===== config.mk =====
export PLATFORM = sky130hd
export DESIGN_NAME = serial_add_sub_flat
export DESIGN_NICKNAME = d
export VERILOG_FILES = /design/src/rtl/add_sub_pkg.sv /design/src/rtl/serial_add_sub_if.sv /design/src/rtl/Full_Adder.sv /design/src/rtl/serial_add_sub.sv /design/src/flat_wrapper.sv
export SDC_FILE = /design/constraint.sdc
export NUM_CORES = 1
export LEC_CHECK = 0
export BUFFER_PORTS_ARGS = -buffer_cell sky130_fd_sc_hd__buf_2
export CAP_MARGIN = 20
export CORE_MARGIN = 2
export CORE_UTILIZATION = 40
export DETAILED_ROUTE_END_ITERATION = 7
export PLACE_DENSITY = 0.63
export SLEW_MARGIN = 25
export SYNTH_ARGS = -nofsm -noshare
export SYNTH_HDL_FRONTEND = slang
export SYNTH_HIERARCHICAL = 1
export SYNTH_SLANG_ARGS = --single-unit

===== constraint.sdc =====
create_clock -name clk_i -period 1.6 [get_ports clk_i]
set_clock_uncertainty 0.1 [all_clocks]
set_input_delay 0.24 -clock clk_i [delete_from_list [all_inputs] [get_ports clk_i]]
set_output_delay 0.24 -clock clk_i [all_outputs]
set_load 0.02 [all_outputs]

===== src/rtl/add_sub_pkg.sv =====
// Shared definitions for the bit-serial add/subtract engine: FSM state encodings
// and operation codes.
package add_sub_pkg;

    typedef enum logic [1:0] {
        ST_IDLE  = 2'd0,
        ST_SHIFT = 2'd1,
        ST_DONE  = 2'd2
    } state_t;

    localparam logic OP_ADD = 1'b0;
    localparam logic OP_SUB = 1'b1;

endpackage


===== src/rtl/serial_add_sub_if.sv =====
// Request/result bundle of serial_add_sub; the requester owns start/sub/operands,
// the engine owns status and result.
interface serial_add_sub_if #(
    parameter int WIDTH = 4
) ();
    // start_i is a one-cycle request; it is taken only when busy_o is low
    // (IDLE or DONE). done_o pulses for exactly one cycle per accepted request.
    logic             start_i;
    logic             sub_i;
    logic [WIDTH-1:0] a_i;
    logic [WIDTH-1:0] b_i;
    logic             busy_o;
    logic             done_o;
    logic [WIDTH-1:0] result_o;
    logic             carry_o;
    logic             overflow_o;

    modport master (
        output start_i, sub_i, a_i, b_i,
        input  busy_o, done_o, result_o, carry_o, overflow_o
    );

    modport slave (
        input  start_i, sub_i, a_i, b_i,
        output busy_o, done_o, result_o, carry_o, overflow_o
    );
endinterface


===== src/rtl/Full_Adder.sv =====
// Single-bit full adder cell shared by the serial datapath.
module Full_Adder (
    input  logic a_i,
    input  logic b_i,
    input  logic c_in,
    output logic sum_o,
    output logic carry_o
);
    assign sum_o   = a_i ^ b_i ^ c_in;
    assign carry_o = (a_i & b_i) | (c_in & (a_i ^ b_i));
endmodule


===== src/rtl/serial_add_sub.sv =====
// Bit-serial add/subtract: one Full_Adder processes one bit pair per clock, LSB first.
// Optional signed-overflow flag built when SERIAL_ADD_SUB_OVF_EN is defined.
module serial_add_sub
    import add_sub_pkg::*;
#(
    parameter int WIDTH = 4
) (
    input  logic            clk_i,
    input  logic            rst_n_i,
    serial_add_sub_if.slave bus,
    output state_t          state_dbg_o
);
    localparam int CW = (WIDTH > 1) ? $clog2(WIDTH) : 1;
    localparam logic [CW-1:0] LAST = CW'(WIDTH - 1);

    state_t           state, state_nxt;
    logic [WIDTH-1:0] a_sh, b_sh, result;
    logic [CW-1:0]    count;
    logic             c_reg, carry_q;
    logic             fa_sum, fa_carry;
    logic             accept, last_bit;
    logic             busy, done;

    assign accept   = bus.start_i && (state == ST_IDLE || state == ST_DONE);
    assign last_bit = (state == ST_SHIFT) && (count == LAST);

    always_ff @(posedge clk_i or negedge rst_n_i) begin
        if (!rst_n_i) state <= ST_IDLE;
        else          state <= state_nxt;
    end

    always_comb begin
        state_nxt = state;
        case (state)
            ST_IDLE:  if (accept) state_nxt = ST_SHIFT;
            ST_SHIFT: if (last_bit) state_nxt = ST_DONE;
            ST_DONE:  state_nxt = accept ? ST_SHIFT : ST_IDLE;
            default:  state_nxt = ST_IDLE;
        endcase
    end

    always_comb begin
        busy = 1'b0;
        done = 1'b0;
        case (state)
            ST_SHIFT: busy = 1'b1;
            ST_DONE:  done = 1'b1;
            default:  ;
        endcase
    end

    Full_Adder u_fa (
        .a_i     (a_sh[0]),
        .b_i     (b_sh[0]),
        .c_in    (c_reg),
        .sum_o   (fa_sum),
        .carry_o (fa_carry)
    );

    // Subtraction is a + ~b + 1: B is inverted on load and the +1 enters as carry-in.
    always_ff @(posedge clk_i or negedge rst_n_i) begin
        if (!rst_n_i) begin
            a_sh    <= '0;
            b_sh    <= '0;
            result  <= '0;
            count   <= '0;
            c_reg   <= 1'b0;
            carry_q <= 1'b0;
        end else if (accept) begin
            a_sh    <= bus.a_i;
            b_sh    <= bus.b_i ^ {WIDTH{bus.sub_i == OP_SUB}};
            c_reg   <= bus.sub_i;
            count   <= '0;
            result  <= '0;
            carry_q <= 1'b0;
        end else if (state == ST_SHIFT) begin
            a_sh   <= a_sh >> 1;
            b_sh   <= b_sh >> 1;
            result <= {fa_sum, result[WIDTH-1:1]};
            c_reg  <= fa_carry;
            count  <= count + 1'b1;
            if (last_bit) carry_q <= fa_carry;
        end
    end

`ifdef SERIAL_ADD_SUB_OVF_EN
    logic c_msb_in;

    // Carry into the sign bit; differs from the carry out exactly on signed overflow.
    always_ff @(posedge clk_i or negedge rst_n_i) begin
        if (!rst_n_i)      c_msb_in <= 1'b0;
        else if (accept)   c_msb_in <= 1'b0;
        else if (last_bit) c_msb_in <= c_reg;
    end

    assign bus.overflow_o = c_msb_in ^ carry_q;
`else
    assign bus.overflow_o = 1'b0;
`endif

    assign bus.busy_o   = busy;
    assign bus.done_o   = done;
    assign bus.result_o = result;
    assign bus.carry_o  = carry_q;
    assign state_dbg_o  = state;
endmodule


===== src/flat_wrapper.sv =====
// flat-port wrapper written by rule: the top's interface ports become plain ports
module serial_add_sub_flat import add_sub_pkg::*;
#(
    parameter int WIDTH = 4
)
  (clk_i, rst_n_i, state_dbg_o, bus_start_i, bus_sub_i, bus_a_i, bus_b_i, bus_busy_o, bus_done_o, bus_result_o, bus_carry_o, bus_overflow_o);
  serial_add_sub_if #(.WIDTH(WIDTH)) bus_i ();
  input  logic clk_i;
  input  logic rst_n_i;
  output state_t state_dbg_o;
  input wire logic [$bits(bus_i.start_i)-1:0] bus_start_i;
  input wire logic [$bits(bus_i.sub_i)-1:0] bus_sub_i;
  input wire logic [$bits(bus_i.a_i)-1:0] bus_a_i;
  input wire logic [$bits(bus_i.b_i)-1:0] bus_b_i;
  output wire logic [$bits(bus_i.busy_o)-1:0] bus_busy_o;
  output wire logic [$bits(bus_i.done_o)-1:0] bus_done_o;
  output wire logic [$bits(bus_i.result_o)-1:0] bus_result_o;
  output wire logic [$bits(bus_i.carry_o)-1:0] bus_carry_o;
  output wire logic [$bits(bus_i.overflow_o)-1:0] bus_overflow_o;
  assign bus_i.start_i = bus_start_i;
  assign bus_i.sub_i = bus_sub_i;
  assign bus_i.a_i = bus_a_i;
  assign bus_i.b_i = bus_b_i;
  assign bus_busy_o = bus_i.busy_o;
  assign bus_done_o = bus_i.done_o;
  assign bus_result_o = bus_i.result_o;
  assign bus_carry_o = bus_i.carry_o;
  assign bus_overflow_o = bus_i.overflow_o;
  serial_add_sub #(.WIDTH(WIDTH)) u_core (.clk_i(clk_i), .rst_n_i(rst_n_i), .bus(bus_i), .state_dbg_o(state_dbg_o));
endmodule

==> load_flow_metrics.sql <==
INSERT INTO impl_metrics (metric_group, metric, value, unit) VALUES
('synth', 'yosysSeqAreaShare', '0.5233', ''),
('die', 'die_area', '0.002539', 'mm2'),
('worst_setup_path', 'cp_data_required_time', '1710', 'ps'),
('worst_setup_path', 'setup.worst_path.start_class', 'flip-flop', ''),
('synth', 'synth_fp_nets', '80', ''),
('power_and_ir_drop', 'power.static_leakage', '0.0005331', 'uW'),
('die', 'core.rowCount', '16', ''),
('die', 'dieHeight', '50.39', 'um'),
('synth', 'synth.largest_area_cell', 'dfrtp_1', ''),
('synth', 'postSynth.topFlopCell', 'dfrtp_1', ''),
('layout', 'drive_above_1_share', '0.4253', ''),
('global_route', 'maximum_number_of_pins_on_one_net_before_global_route_repair', '19', ''),
('worst_setup_path', 'criticalPathCategory', 'reg -> reg', ''),
('synth', 'synth_area', '860.8', 'um2'),
('job', 'max_cap_viol_count', '0', ''),
('layout', 'finalNonFillerCells', '114', ''),
('sta', 'fmax', '693.8', 'MHz'),
('sta', 'finalMaxSlewViolations', '0', ''),
('worst_hold_path', 'holdCritPathClass', 'in -> reg', ''),
('worst_setup_path', 'critPathSlowestCell', 'fa_1', ''),
('synth', 'number_of_enable_type_register_cells_in_the_synthesized_netlist', '0', ''),
('clocking', 'clkSinkCount', '18', ''),
('synth', 'synth.top_cells.by_count', 'dfrtp_1, a22o_1, a21o_1, a22o_2, xor2_1', ''),
('synth', 'postSynthRegisterBits', '18', ''),
('worst_setup_path', 'cp_cell_sequence', 'fa_1 -> a22o_2 -> a21o_1', ''),
('global_route', 'initial_antenna_violation_count', '0', ''),
('sta', 'post-route-period-util', '0.9008', ''),
('clocking', 'number_of_gates_resized_after_cts', '0', ''),
('placement', 'placedCellCount', '108', ''),
('die', 'core', '0.002002', 'mm2'),
('route', 'routed_wire_length_per_instance', '12.68', 'um'),
('sta', 'setup_repair_after_global_routing_missed_its_margin', 'no', ''),
('synth', 'yosysWarningCount', '6', ''),
('placement', 'post-dp-hpwl', '999', 'um'),
('layout', 'areaGrowthSynthToFinish', '15.99', '%'),
('die', 'num_io_pins', '22', ''),
('run_status', 'run_status', 'finished, final reports clean', ''),
('sta', 'timing.final.crit_period', '1441', 'ps'),
('synth', 'netlist_instances', '66', ''),
('clocking', 'cts_tree', 'built', ''),
('clocking', 'clock_tree.buffer_depth', '2', ''),
('die', 'floorplan.initialDensity', '0.4300', ''),
('route', 'detailroute.via_count', '550', ''),
('sta', 'timing.final.setup_violations', '0', ''),
('worst_setup_path', 'cp.arrival', '1550', 'ps'),
('clocking', 'ctsRootBufferMaster', 'clkbuf_4', ''),
('sta', 'report.final.hold_viol_count', '0', ''),
('synth', 'synthDominantCellAreaShare', '0.5233', ''),
('layout', 'finish.utilization', '0.4988', ''),
('global_route', 'gr-usage-all-layers', '0.1379', ''),
('clocking', 'clk_latency', '300', 'ps'),
('layout', 'insertedDiodeCount', '0', ''),
('power_and_ir_drop', 'power.density', '2035', 'mW/mm2'),
('route', 'final_antenna_net_count', '0', ''),
('sta', 'finalSetupTns', '0', 'ps'),
('worst_setup_path', 'path_max_fanout', '2', ''),
('sta', 'final.hold.worst_slack', '57.16', 'ps'),
('synth', 'postSynth.asyncResetShare', '1.000', ''),
('worst_setup_path', 'max_stage_delay', '450', 'ps'),
('worst_setup_path', 'critPathCaptureType', 'flip-flop', ''),
('placement', 'placed_area', '944.7', 'um2'),
('route', 'detailedRoute.firstPassIterationCount', '4', ''),
('clocking', 'cts_inserted_buffers', '3', ''),
('route', 'count_of_unresolved_drc_violations_after_routing', '0', ''),
('layout', 'area_of_all_placed_cells_without_fillers', '998.5', 'um2'),
('global_route', 'grt_pass1_wl', '2.518', 'mm'),
('synth', 'avgSynthCellArea', '13.04', 'um2'),
('global_route', 'first_global_vias', '523', ''),
('placement', 'routabilityCongestion', '0.7432', ''),
('route', 'wl', '1.445', 'mm'),
('synth', 'synth.most_common_cell', 'dfrtp_1', ''),
('route', 'vias_per_cell', '4.825', ''),
('layout', 'nNetsFinal', '102', ''),
('clocking', 'clk_transition_reported_paths', '110', 'ps'),
('synth', 'post_synth_main_area_contributors', 'dfrtp_1, a22o_1, a22o_2', ''),
('layout', 'fillerInstances', '205', ''),
('synth', 'synth.distinct_cells', '26', ''),
('placement', 'port_buf_inserts', '20', ''),
('route', 'drtIter0Drc', '6', ''),
('global_route', 'remaining_global_route_overflow', '0', ''),
('power_and_ir_drop', 'power.ir.vdd_worst', '0.0008102', 'V'),
('die', 'fp.dieW', '50.39', 'um'),
('clocking', 'htreeDepth', '1', '');
-- metal layers --
| metal | global-route usage | routed length [um] |
|---|---|---|
| met5 | 0 | 0 |
| met4 | 0.09459 | 49 |
| met3 | 0.02976 | 79 |
| met2 | 0.1908 | 643 |
| met1 | 0.1911 | 672 |
-- cells in the final DEF (no fill, tap or decap) --
cell           instances
a21bo_2                1
a21o_1                 5
a21oi_1                1
a22o_1                 6
a22o_2                 5
and2_1                 1
and2b_2                1
and2b_4                1
buf_2                 20
buf_4                  2
clkbuf_4               3
clkbuf_8               1
conb_1                 1
dfrtp_1               18
dlygate4sd3_1          1
fa_1                   1
ha_1                   1
inv_1                  1
mux2_2                 1
mux2i_1                3
nand2_1                3
nand3_1                1
nor2_4                 1
nor2b_4                1
o21ai_0                3
xor2_1                 4
-- where the power goes --
group | switching (uW) | leakage, uW | internal, uW
Clock | 144 | 0.0000210 | 139
Sequential | 123 | 0.000229 | 654
Combinational | 497 | 0.000283 | 476
-- cell families after synthesis --
kind of cell               share of synthesized area
AOI/OAI and AO/OA                             0.1977
DFF                                           0.5233
and+or+nand+nor                              0.07703
buffers and inverters                        0.07121
xor gates and xnor gates                     0.04069
muxes                                        0.04797
adders and majority gates                    0.03779
other                                       0.004356
-- path summary, 6_finish.rpt --
path,from,endpoint,slack (ps),depth (start not counted)
min,bus_a_i[3],u_core/a_sh[3],60,2
min in group asynchronous,rst_n_i,u_core/state_dbg_o[0],280,2
max in group asynchronous,rst_n_i,u_core/count[0],830,2
min reg2reg,u_core/a_sh[2],u_core/a_sh[2],390,1
max reg2reg,u_core/a_sh[0],u_core/c_reg,160,3
max,u_core/a_sh[0],u_core/c_reg,160,3
-- repair_timing --
action / CTS / global route
endpoints found under the setup margin: 1 / 0
buffers inserted: 1 / 0
hold buffers: 1 / 0
endpoints found under the hold margin: 18 / 0
-- layout make-up --
class                   instances  area, um2  share of cell area
multi-input cells              41      349.1              0.3496
flip-flops and latches         18      450.4              0.4511
inverters                       1      3.754            0.003759
repair buffers                 23      125.1              0.1253
well taps                      27      33.78             0.03383
clock buffers                   4      36.28             0.03634
-- through the flow --
step	power (uW)	worst slack, ps
after global placement	1716	194.6
after global routing	2214	96.95
after CTS	2057	154.4
final	2032	158.8
after detailed placement	1743	169.1
after floorplan	1610	203.9
-- critical path: cells and delay by family, from the launching register on --
| family | cells | cell delay [ps] |
|---|---|---|
| fa+ha+maj | 1 | 450 |
| flops | 1 | 410 |
| compound gates | 2 | 390 |
No activity file was read; power rests on OpenSTA's default activity.
